$ cat src/rtl/multicycle_core.sv
// Multicycle core for the 9-bit ISA: PC, 8-entry register file, ALU and fetch/exec/memory FSM.
// Instruction ROM and data memory are external, both synchronous-read with one cycle of latency.
module multicycle_core #(
  parameter int unsigned DW       = 8,
  parameter int unsigned PCW      = 10,
  parameter int unsigned START_PC = 0,
  parameter int unsigned CW       = 16,
  parameter int unsigned MAX_CYC  = 0
) (
  input  logic           Clk,
  input  logic           Reset,
  input  logic           Start,
  output logic           Ack,
  output logic           Timeout,
  output logic [PCW-1:0] imem_addr,
  input  logic [8:0]     imem_data,
  output logic [DW-1:0]  dmem_addr,
  output logic [DW-1:0]  dmem_wdata,
  output logic           dmem_we,
  input  logic [DW-1:0]  dmem_rdata,
  output logic [CW-1:0]  cycle_ct
);

  localparam logic [2:0] OP_ADD = 3'd0;
  localparam logic [2:0] OP_SUB = 3'd1;
  localparam logic [2:0] OP_AND = 3'd2;
  localparam logic [2:0] OP_XOR = 3'd3;
  localparam logic [2:0] OP_LD  = 3'd4;
  localparam logic [2:0] OP_ST  = 3'd5;
  localparam logic [2:0] OP_BNZ = 3'd6;
  localparam logic [2:0] OP_SHI = 3'd7;
  localparam logic [8:0] HALT   = 9'h1FF;

  typedef enum logic [2:0] {S_IDLE, S_FETCH, S_EXEC, S_MEMRD, S_DONE} state_t;

  state_t         state;
  logic [PCW-1:0] pc;
  logic [DW-1:0]  rf [8];
  logic [2:0]     ra_q;

  logic [2:0]     op;
  logic [2:0]     ra;
  logic [2:0]     rb;
  logic [DW-1:0]  rv_a;
  logic [DW-1:0]  rv_b;
  logic [PCW-1:0] br_off;
  logic [CW-1:0]  cyc_inc;
  logic           running;
  logic           wdog;

  assign op      = imem_data[8:6];
  assign ra      = imem_data[5:3];
  assign rb      = imem_data[2:0];
  assign rv_a    = rf[ra];
  assign rv_b    = rf[rb];
  assign br_off  = PCW'($signed(rv_b));
  assign cyc_inc = (&cycle_ct) ? cycle_ct : cycle_ct + CW'(1);
  assign running = (state == S_FETCH) || (state == S_EXEC) || (state == S_MEMRD);
  // Watchdog fires on the edge where the saturating run counter reaches the limit.
  assign wdog    = (MAX_CYC != 0) && running && (cyc_inc == CW'(MAX_CYC));

  assign imem_addr  = pc;
  assign dmem_addr  = rv_b;
  assign dmem_wdata = rv_a;
  assign dmem_we    = (state == S_EXEC) && (op == OP_ST) && !Reset;

  always_ff @(posedge Clk) begin
    if (Reset) begin
      state    <= S_IDLE;
      pc       <= PCW'(START_PC);
      ra_q     <= 3'd0;
      Ack      <= 1'b0;
      Timeout  <= 1'b0;
      cycle_ct <= '0;
      for (int i = 0; i < 8; i++) rf[i] <= '0;
    end else begin
      case (state)
        S_IDLE, S_DONE: begin
          if (Start) begin
            state    <= S_FETCH;
            pc       <= PCW'(START_PC);
            cycle_ct <= '0;
            Ack      <= 1'b0;
            Timeout  <= 1'b0;
          end
        end
        S_FETCH: begin
          cycle_ct <= cyc_inc;
          state    <= S_EXEC;
        end
        S_EXEC: begin
          cycle_ct <= cyc_inc;
          state    <= S_FETCH;
          if (imem_data == HALT) begin
            state <= S_DONE;
            Ack   <= 1'b1;
          end else begin
            pc <= pc + PCW'(1);
            case (op)
              OP_ADD: rf[ra] <= rv_a + rv_b;
              OP_SUB: rf[ra] <= rv_a - rv_b;
              OP_AND: rf[ra] <= rv_a & rv_b;
              OP_XOR: rf[ra] <= rv_a ^ rv_b;
              OP_LD: begin
                ra_q  <= ra;
                pc    <= pc;
                state <= S_MEMRD;
              end
              OP_BNZ: if (rv_a != '0) pc <= pc + br_off;
              OP_SHI: rf[ra] <= {rv_a[DW-4:0], rb};
              default: ;
            endcase
          end
        end
        S_MEMRD: begin
          cycle_ct <= cyc_inc;
          state    <= S_FETCH;
          // A load caught by the watchdog is dropped without touching the register file.
          if (!wdog) begin
            rf[ra_q] <= dmem_rdata;
            pc       <= pc + PCW'(1);
          end
        end
        default: state <= S_IDLE;
      endcase
      if (wdog) begin
        state   <= S_DONE;
        Ack     <= 1'b1;
        Timeout <= 1'b1;
      end
    end
  end

endmodule

$ cat config.mk
export PLATFORM = sky130hd
export DESIGN_NAME = multicycle_core
export DESIGN_NICKNAME = d
export VERILOG_FILES = /design/src/rtl/multicycle_core.sv
export SDC_FILE = /design/constraint.sdc
export NUM_CORES = 1
export LEC_CHECK = 0
export CAP_MARGIN = 10
export CORE_MARGIN = 2
export CORE_UTILIZATION = 25
export CTS_CLUSTER_SIZE = 28
export DETAILED_ROUTE_END_ITERATION = 12
export SLEW_MARGIN = 20
export SYNTH_ARGS = -nofsm -noshare
export SYNTH_HDL_FRONTEND = slang
export SYNTH_SLANG_ARGS = --single-unit
$ cat constraint.sdc
create_clock -name Clk -period 6.4 [get_ports Clk]
set_clock_uncertainty 0.2 [all_clocks]
set_input_delay 1.92 -clock Clk [delete_from_list [all_inputs] [get_ports Clk]]
set_output_delay 1.92 -clock Clk [all_outputs]
set_load 0.01 [all_outputs]
# --- Yosys cells after proc, flatten, opt, wreduce, memory -nomap -nowiden ---
# Memory sizes are Yosys's and may differ from the RTL's.
# Index checks and enable logic that the tools add are counted.
classes:
  n_addsub: 5
  eq_ne: 17
  muxes: 55
  bitwise: 7
  reduce_logical: 18
ops:
  columns: ["cell", "count"]
  rows:
  - ["8-bit two-way mux", 6]
  - ["1-bit two-way mux", 34]
  - ["16-bit two-way mux", 2]
  - ["16-bit one-hot mux with 2 select lines", 1]
  - ["10-bit two-way mux", 3]
  - ["10-bit one-hot mux with 3 select lines", 1]
  - ["10-bit one-hot mux with 2 select lines", 1]
  - ["16-bit by 1-bit adder with 16-bit output, second input constant", 1]
  - ["16-bit AND reduction", 1]
  - ["8-bit OR reduction", 2]
  - ["3-bit == test, second input constant", 5]
  - ["3-bit by 2-bit == test with 1-bit output, second input constant", 4]
  - ["3-bit two-way mux", 4]
  - ["3-bit one-hot mux with 4 select lines", 1]
  - ["10-bit by 1-bit adder with 10-bit output, second input constant", 1]
  - ["10-bit adder", 1]
  - ["9-bit == test, second input constant", 1]
  - ["3-bit AND reduction", 3]
  - ["8-bit adder", 1]
  - ["8-bit bitwise AND", 1]
  - ["2-bit inequality test, second input constant", 4]
  - ["8-bit nonzero test", 1]
  - ["8-bit subtractor", 1]
  - ["8-bit bitwise XOR", 1]
  - ["other kinds (14)", 21]
totals:
  reg_bits: 33
  ram_bits: 64
  input_bits: 20
  output_inout_bits: 45
  elab_cells: 108
  mem_count: 1
memory_table:
  columns: ["name", "words", "word_bits", "read_ports", "rd_clocked_by_memory_dff", "write_ports", "line_no", "source"]
  rows:
  - ["rf", 8, 8, 2, 0, 8, "38", "logic [DW-1:0] rf [8];"]

# --- Logic depth before layout (Yosys ltp) ---
# Gate-level depths: netlist of the first run.
depth:
  ltp_word: 13
  mapped_depth: 18

# --- Worst setup path before layout of the first run ---
# No wires, ideal clock.
synth_path:
  path_kind: "input-to-reg"
  from: "input imem_data[1]"
  to: "memory rf[0][6] (data pin)"
  setup_time_ps: 276
  arrival_time_ps: 5119
  slack_ps: 804
  stages: 17
  path_cell_list: "buf_6 -> buf_12 -> mux4_1 -> mux2_2 -> inv_1 -> ha_1 -> nor2_1 -> a21oi_1 -> fa_1 -> nor2b_1 -> o21ai_0 -> a21boi_0 -> o21ai_0 -> a21boi_0 -> o21ai_0 -> a21oi_1 -> nor3b_1"
synth_rtl:
  columns: ["item", "line_no", "source"]
  rows:
  - ["start, declared", "16", "input logic [8:0] imem_data,"]
  - ["end, declared", "38", null]

# --- Final worst setup path of the first run ---
layout_path:
  from: "input imem_data[1]"
  to: "output dmem_addr[2]"
layout_via:
  elab_chain_len: 1
layout_lines:
  columns: ["item", "line_no", "source"]
  rows:
  - ["memory 8 x 8 bit", null, null]
  - ["end, declared", "17", "output logic [DW-1:0] dmem_addr,"]
# Every way passes these cells.

==> reports/qor.yml, run 1 <==
run_status: "completed"
cp_top_family: "buffers and inverters"
rows: 59
setup_viol: 0
synth_edf_count: 64
rsz0062_at_grt: "no"
leakage_nw: 2.973
root_buffer: "clkbuf_16"
synth_top_family_by_area: "simple AND/OR/NAND/NOR gates"
wire_per_inst_um: 17.59
yosysMostFrequentCell: "nor2_1"
crit_path_start_kind: "primary input"
async_flop_share: 0
postCtsSetupBuffers: 0
yosys.area_share.adder: 0.05733
max_stage_delay_ns: 0.58
endpoint: "dmem_addr[2]"
cp_data_arrival_time_ns: 4.15
slew_headroom: 0.4701
min_period_ns: 6.275
seq_area_frac_synth: 0.3918
crit_cells: 7
worstSetupEndpointType: "output port"
vias: 5381
ioPinCount: 65
fmax_ghz: 0.1594
hold_buffers: 0
crit_path_frequent_cell: "clkdlybuf4s50_1"
syn-num-nets: 691
synth-simple-area-share: 0.1959
peakVddDrop_uv: 122.8
rr_endpoint: "rf[1][7]$_SDFFCE_PN0P_"
avgSynthCellArea_sq_um: 10.27
track_usage: 0.1331
core_area_sq_mm: 0.02598
grt_max_degree: 31
via_per_inst: 5.062
hold_viol_final: 0
syn-cell-area_sq_mm: 0.006591
port_buffers: 63
cts_max_level: 3
cts_buffers: 9
powerDensity_mw_per_mm2: 210.3
initial_core_util: 0.2537
slowest_stage: "mux4_1"
drcViolationCount: 0
num-fill-cells: 2660
grt_antenna_before_repair: 0
first_pass_iters: 5
cap_violations: 0
yosysWarnings: 0
ant_nets: 0
grt_pass1_vias: 5227
synth_top_flop_cell: "edfxtp_1"
fp.dieH_um: 166.4
cts_tree: "built"
worstReg2RegStart: "state[0]$_SDFFE_PP0P_"
syn_to_final_growth_pct: 21.96
die_area_sq_mm: 0.02768
slew_viol_final: 0
cts.repair.resized: 0
grt_pass1_wl_um: 29210
hold_class: "register to register"
die_w_um: 166.4
finalWirelength_um: 18700
fin_tns_setup_ns: 0
cp-startpoint: "imem_data[1]"
first_iter_violations: 409
synth_compound_area_frac: 0.1012
path_cells: "clkdlybuf4s50_1 > buf_12 > mux4_1 > mux2i_1 > buf_4 > inv_1 > clkdlybuf4s50_1"
dp_hpwl_um: 14620
num-nets-final: 772
grt_overflow_total: 0
path_clk_slew_ns: 0.07
yosys-mux-area-fraction: 0.1703
timing_worst_setup_path_type: "primary input to output port"
synth-seq-cells: 97
multi_input_area_sq_mm: 0.003742
r2r_cells: 17
synth_top_cell_by_area: "edfxtp_1"
crit_buf_inv: 5
tightest_slew_ns: 0.7876
fin_crit_sh: 0.9804
synth.area.top_cells: "edfxtp_1 29%, dfxtp_1 10%, mux4_2 7.2%, nor2_1 6.2%, ha_1 5.1%"
synth_top_area_share: 0.2916
post-route-util: 0.3094
register_area_sq_mm: 0.002582
routabilityCongestion: 0.8611
ys_types: 68
synth_cells: 642
drive_gt1_frac: 0.1332
antenna_cells: 0
required_ns: 4.28
synthTopCellsByCount: "108 x nor2_1, 64 x edfxtp_1, 33 x a21oi_1, 33 x dfxtp_1, 30 x nand2_1"
path_max_fanout: 17
clock_latency_ns: 0.35
reg2reg_slack_ns: 2.29
synth_xor_area_frac: 0.04252
clkSinkCount: 97
cts_buffer_depth: 2
holdWs_ns: 0.2902
registers in the layout, indices dropped and copies added (netlist names):
name,count
Ack,1
ra_q,3
imem_addr,10
state,3
rf,64
cycle_ct,16
cells in the final DEF (no fill, tap or decap), types with 9 or more instances in the layout:
| cell type | netlist | routed |
|---|---|---|
| nor2_1 | 108 | 108 |
| mux2_2 | 9 | 9 |
| clkdlybuf4s50_1 | 0 | 63 |
| inv_1 | 25 | 25 |
| nand2_1 | 30 | 30 |
| a21oi_1 | 33 | 33 |
| o21ai_0 | 25 | 25 |
| xnor2_1 | 21 | 21 |
| or3_1 | 9 | 9 |
| dfxtp_1 | 33 | 33 |
| nand3_1 | 16 | 16 |
| nor3b_1 | 13 | 13 |
| buf_4 | 1 | 34 |
| mux2i_1 | 26 | 26 |
| mux4_2 | 21 | 21 |
| mux4_1 | 10 | 10 |
| ha_1 | 27 | 27 |
| nor3_1 | 12 | 12 |
| nor4_1 | 10 | 10 |
| xor2_1 | 11 | 11 |
| edfxtp_1 | 64 | 64 |
| clkbuf_16 | 0 | 9 |
| nand2b_1 | 15 | 15 |
metal layers:
layer  wire length [um]  up-vias  GRT usage  part of all wire
li1                   -     2534          -                 -
met1               8215     2660     0.1680              0.44
met2               9276      166     0.2303              0.50
met3                844       21    0.02312             0.045
met4                365        0    0.04423             0.020
met5                  0        -          0                 0
per-stage QoR:
step | std cells | cell area, sq um | setup slack (ns) | total power, mW
after floorplan | 642 | 6591 | 0.8045 | 1.002
after global placement | 1047 | 7764 | 0.1587 | 1.180
after detailed placement | 1047 | 7764 | 0.09263 | 1.184
after CTS | 1063 | 8039 | 0.1100 | 1.700
after global routing | 1063 | 8039 | 0.04901 | 1.762
final | 1063 | 8039 | 0.1254 | 1.691
worst min path at each step:
stage,from,cells after the start,slack [ns],end
4_1_cts,imem_addr[9]$_SDFFE_PP0P_,2,0.30,imem_addr[9]$_SDFFE_PP0P_
2_1_floorplan,state[2]$_SDFFE_PP0P_,1,0.27,state[1]$_SDFFE_PP0P_
3_5_place_dp,imem_addr[9]$_SDFFE_PP0P_,2,0.29,imem_addr[9]$_SDFFE_PP0P_
6_report,imem_addr[9]$_SDFFE_PP0P_,2,0.29,imem_addr[9]$_SDFFE_PP0P_
5_1_grt,imem_addr[9]$_SDFFE_PP0P_,2,0.33,imem_addr[9]$_SDFFE_PP0P_
3_3_place_gp,imem_addr[9]$_SDFFE_PP0P_,2,0.27,imem_addr[9]$_SDFFE_PP0P_
worst register-to-register path, cell delays in order, from the launching register on:
cell and delay [ns]:
dfxtp_1 0.41, nor4b_1 0.43, buf_4 0.19, and2_1 0.14, nor3b_1 0.18, buf_4 0.20
nor2_1 0.05, a21oi_1 0.20, inv_1 0.08, ha_1 0.27, nor2b_1 0.12, o21ai_0 0.21
a21oi_1 0.14, nor4_1 0.21, nor3_1 0.12, and3_4 0.17, o31ai_4 0.36, a21oi_1 0.13
logic make-up after synthesis:
kind of cell,count (synthesis)
XOR/XNOR,32
adder cells (fa/ha/maj),29
buffers and inverters,54
flip-flops,97
AO/OA/AOI/OAI,104
other,1
AND/OR/NAND/NOR,257
multiplexers,68
power by group:
group | total (mW) | internal [mW] | switching (mW)
Clock | 0.517 | 0.267 | 0.250
Sequential | 0.699 | 0.684 | 0.0143
Combinational | 0.475 | 0.210 | 0.265
area by class of cell:
cell class | instances | area share
Multi-Input combinational cell | 491 | 0.4655
Clock buffer | 9 | 0.02802
Timing Repair Buffer | 99 | 0.1152
Sequential cell | 97 | 0.3212
Tap cell | 335 | 0.05214
Clock inverter | 7 | 0.006226
Inverter | 25 | 0.01167
Power figures use the tool's default switching activity.
==> run 2: changes to the inputs <==
--- a/config.mk
+++ b/config.mk
@@ -8,7 +8,6 @@
 export CAP_MARGIN = 10
 export CORE_MARGIN = 2
 export CORE_UTILIZATION = 25
-export CTS_CLUSTER_SIZE = 28
 export DETAILED_ROUTE_END_ITERATION = 12
 export SLEW_MARGIN = 20
 export SYNTH_ARGS = -nofsm -noshare
==> results of run 2 <==
Same layout as run 1: the final DEF is identical, and so are final timing and power.
==> run 3: changes to the inputs <==
--- a/config.mk
+++ b/config.mk
@@ -6,7 +6,7 @@
 export NUM_CORES = 1
 export LEC_CHECK = 0
 export CAP_MARGIN = 10
-export CORE_MARGIN = 2
+export CORE_MARGIN = 1
 export CORE_UTILIZATION = 25
 export DETAILED_ROUTE_END_ITERATION = 12
 export SLEW_MARGIN = 20
==> run 3 against run 2 <==
Against the previous run: sequential power hardly changed; global-route usage is 0.43 points higher; highest routed layer unchanged; critical endpoint is now dmem_addr[6]; non-clock buffer count stayed put; largest power group unchanged; via count is 2.7% lower; combinational power is 1% lower; critical path depth is 1 lower; worst hold slack better by 0.0022 ns; routed wire length is 3.2% lower; cell count stayed put; die area is 2.4% lower.
==> reports/qor.yml, run 3 (synthesis results as in run 1) <==
rows: 59
endpoint: "dmem_addr[6]"
via_per_inst: 4.927
num-nets-final: 772
timing_worst_setup_path_type: "primary input to output port"
cts_buffers: 9
cp_data_arrival_time_ns: 4.09
fin_tns_setup_ns: 0
multi_input_area_sq_mm: 0.003742
initial_core_util: 0.2537
required_ns: 4.28
finalWirelength_um: 18100
path_clk_slew_ns: 0.07
worstSetupEndpointType: "output port"
syn_to_final_growth_pct: 21.98
run_status: "completed"
grt_antenna_before_repair: 0
register_area_sq_mm: 0.002582
fmax_ghz: 0.1610
port_buffers: 63
final_cell_mix: "108 x nor2_1, 64 x edfxtp_1, 63 x clkdlybuf4s50_1, 34 x buf_4"
num-fill-cells: 2670
hold_viol_final: 0
regMostFlops: "rf"
root_buffer: "clkbuf_16"
powerDensity_mw_per_mm2: 208.4
ant_nets: 0
peakVddDrop_uv: 137.7
first_pass_iters: 5
antenna_cells: 0
crit_path_frequent_cell: "clkdlybuf4s50_1"
slew_headroom: 0.4338
first_iter_violations: 396
drcViolationCount: 0
die_w_um: 164.4
wire_per_inst_um: 17.03
fin_crit_sh: 0.9705
r2r_cells: 17
rsz0062_at_grt: "no"
holdPathStages: 2
max_stage_delay_ns: 0.57
rr_endpoint: "rf[0][7]$_SDFFCE_PN0P_"
crit_path_start_kind: "primary input"
tightest_slew_ns: 0.8415
postCtsSetupBuffers: 0
reg2reg_slack_ns: 2.32
power.total_mw: 1.676
core_area_sq_mm: 0.02598
setup_viol: 0
path_cells: "clkdlybuf4s50_1 > buf_12 > mux4_1 > mux2i_1 > inv_1 > clkdlybuf4s50_1"
fp.dieH_um: 164.4
cts_max_level: 3
cp-startpoint: "imem_data[1]"
track_usage: 0.1373
routabilityCongestion: 0.8858
grt_max_degree: 31
cap_violations: 0
leakage_nw: 2.972
path_max_fanout: 22
slowest_stage: "mux4_1"
grt_pass1_vias: 5109
hold_class: "register to register"
min_period_ns: 6.211
hold_buffers: 0
cts_buffer_depth: 2
die_area_sq_mm: 0.02702
clock_latency_ns: 0.35
ioPinCount: 65
cts.repair.resized: 0
grt_pass1_wl_um: 28180
vias: 5237
layout_commonest_cell: "nor2_1"
largest_register_ffs: 64
cts_tree: "built"
slew_viol_final: 0
grt_overflow_total: 0
clkSinkCount: 97
worstReg2RegStart: "state[0]$_SDFFE_PP0P_"
drive_gt1_frac: 0.1305
dp_hpwl_um: 14410
-- run 3: per-stage QoR --
step | instances | instance area (sq um) | utilization | hold slack [ns] | worst slack (ns)
3_3_place_gp | 1047 | 7764 | 0.2988 | 0.2727 | 0.1821
4_1_cts | 1063 | 8040 | 0.3094 | 0.2949 | 0.1957
3_5_place_dp | 1047 | 7764 | 0.2988 | 0.2832 | 0.1156
6_report | 1063 | 8040 | 0.3094 | 0.2923 | 0.1888
2_1_floorplan | 642 | 6591 | - | 0.2676 | 0.8045
5_1_grt | 1063 | 8040 | 0.3094 | 0.3321 | 0.09319
-- run 3: how the worst min path moves through the flow --
| stage | startpoint | slack [ns] | end |
|---|---|---|---|
| detailed placement | imem_addr[9]$_SDFFE_PP0P_ | 0.28 | imem_addr[9]$_SDFFE_PP0P_ |
| floorplan | state[2]$_SDFFE_PP0P_ | 0.27 | state[1]$_SDFFE_PP0P_ |
| CTS | imem_addr[9]$_SDFFE_PP0P_ | 0.29 | imem_addr[9]$_SDFFE_PP0P_ |
| global placement | imem_addr[9]$_SDFFE_PP0P_ | 0.27 | imem_addr[9]$_SDFFE_PP0P_ |
| global route | imem_addr[9]$_SDFFE_PP0P_ | 0.33 | imem_addr[9]$_SDFFE_PP0P_ |
| finish | imem_addr[9]$_SDFFE_PP0P_ | 0.29 | imem_addr[9]$_SDFFE_PP0P_ |
-- run 3: cell type report --
cell class	count	area share
Inverter	25	0.01167
Clock buffer	9	0.02801
Timing Repair Buffer	99	0.1152
Tap cell	335	0.05213
Multi-Input combinational cell	491	0.4655
Clock inverter	7	0.006380
Sequential cell	97	0.3212
-- run 3: routing by layer --
metal | vias to the layer above | wire length, um | track usage
met5 | - | 0 | 0
met2 | 147 | 8801 | 0.2338
li1 | 2540 | - | -
met1 | 2518 | 7931 | 0.1724
met3 | 32 | 815 | 0.01883
met4 | 0 | 556 | 0.06172
-- run 3: where the power goes --
part	internal (mW)	total [mW]	switching, mW
clock network	0.266	0.509	0.242
logic	0.209	0.468	0.259
registers	0.684	0.698	0.0140
total	1.16	1.68	0.516
-- run 3: critical path: cells and delay by family --
| family | cells | cell delay [ns] |
|---|---|---|
| buffers and inverters | 4 | 1.31 |
| multiplexers | 2 | 0.83 |
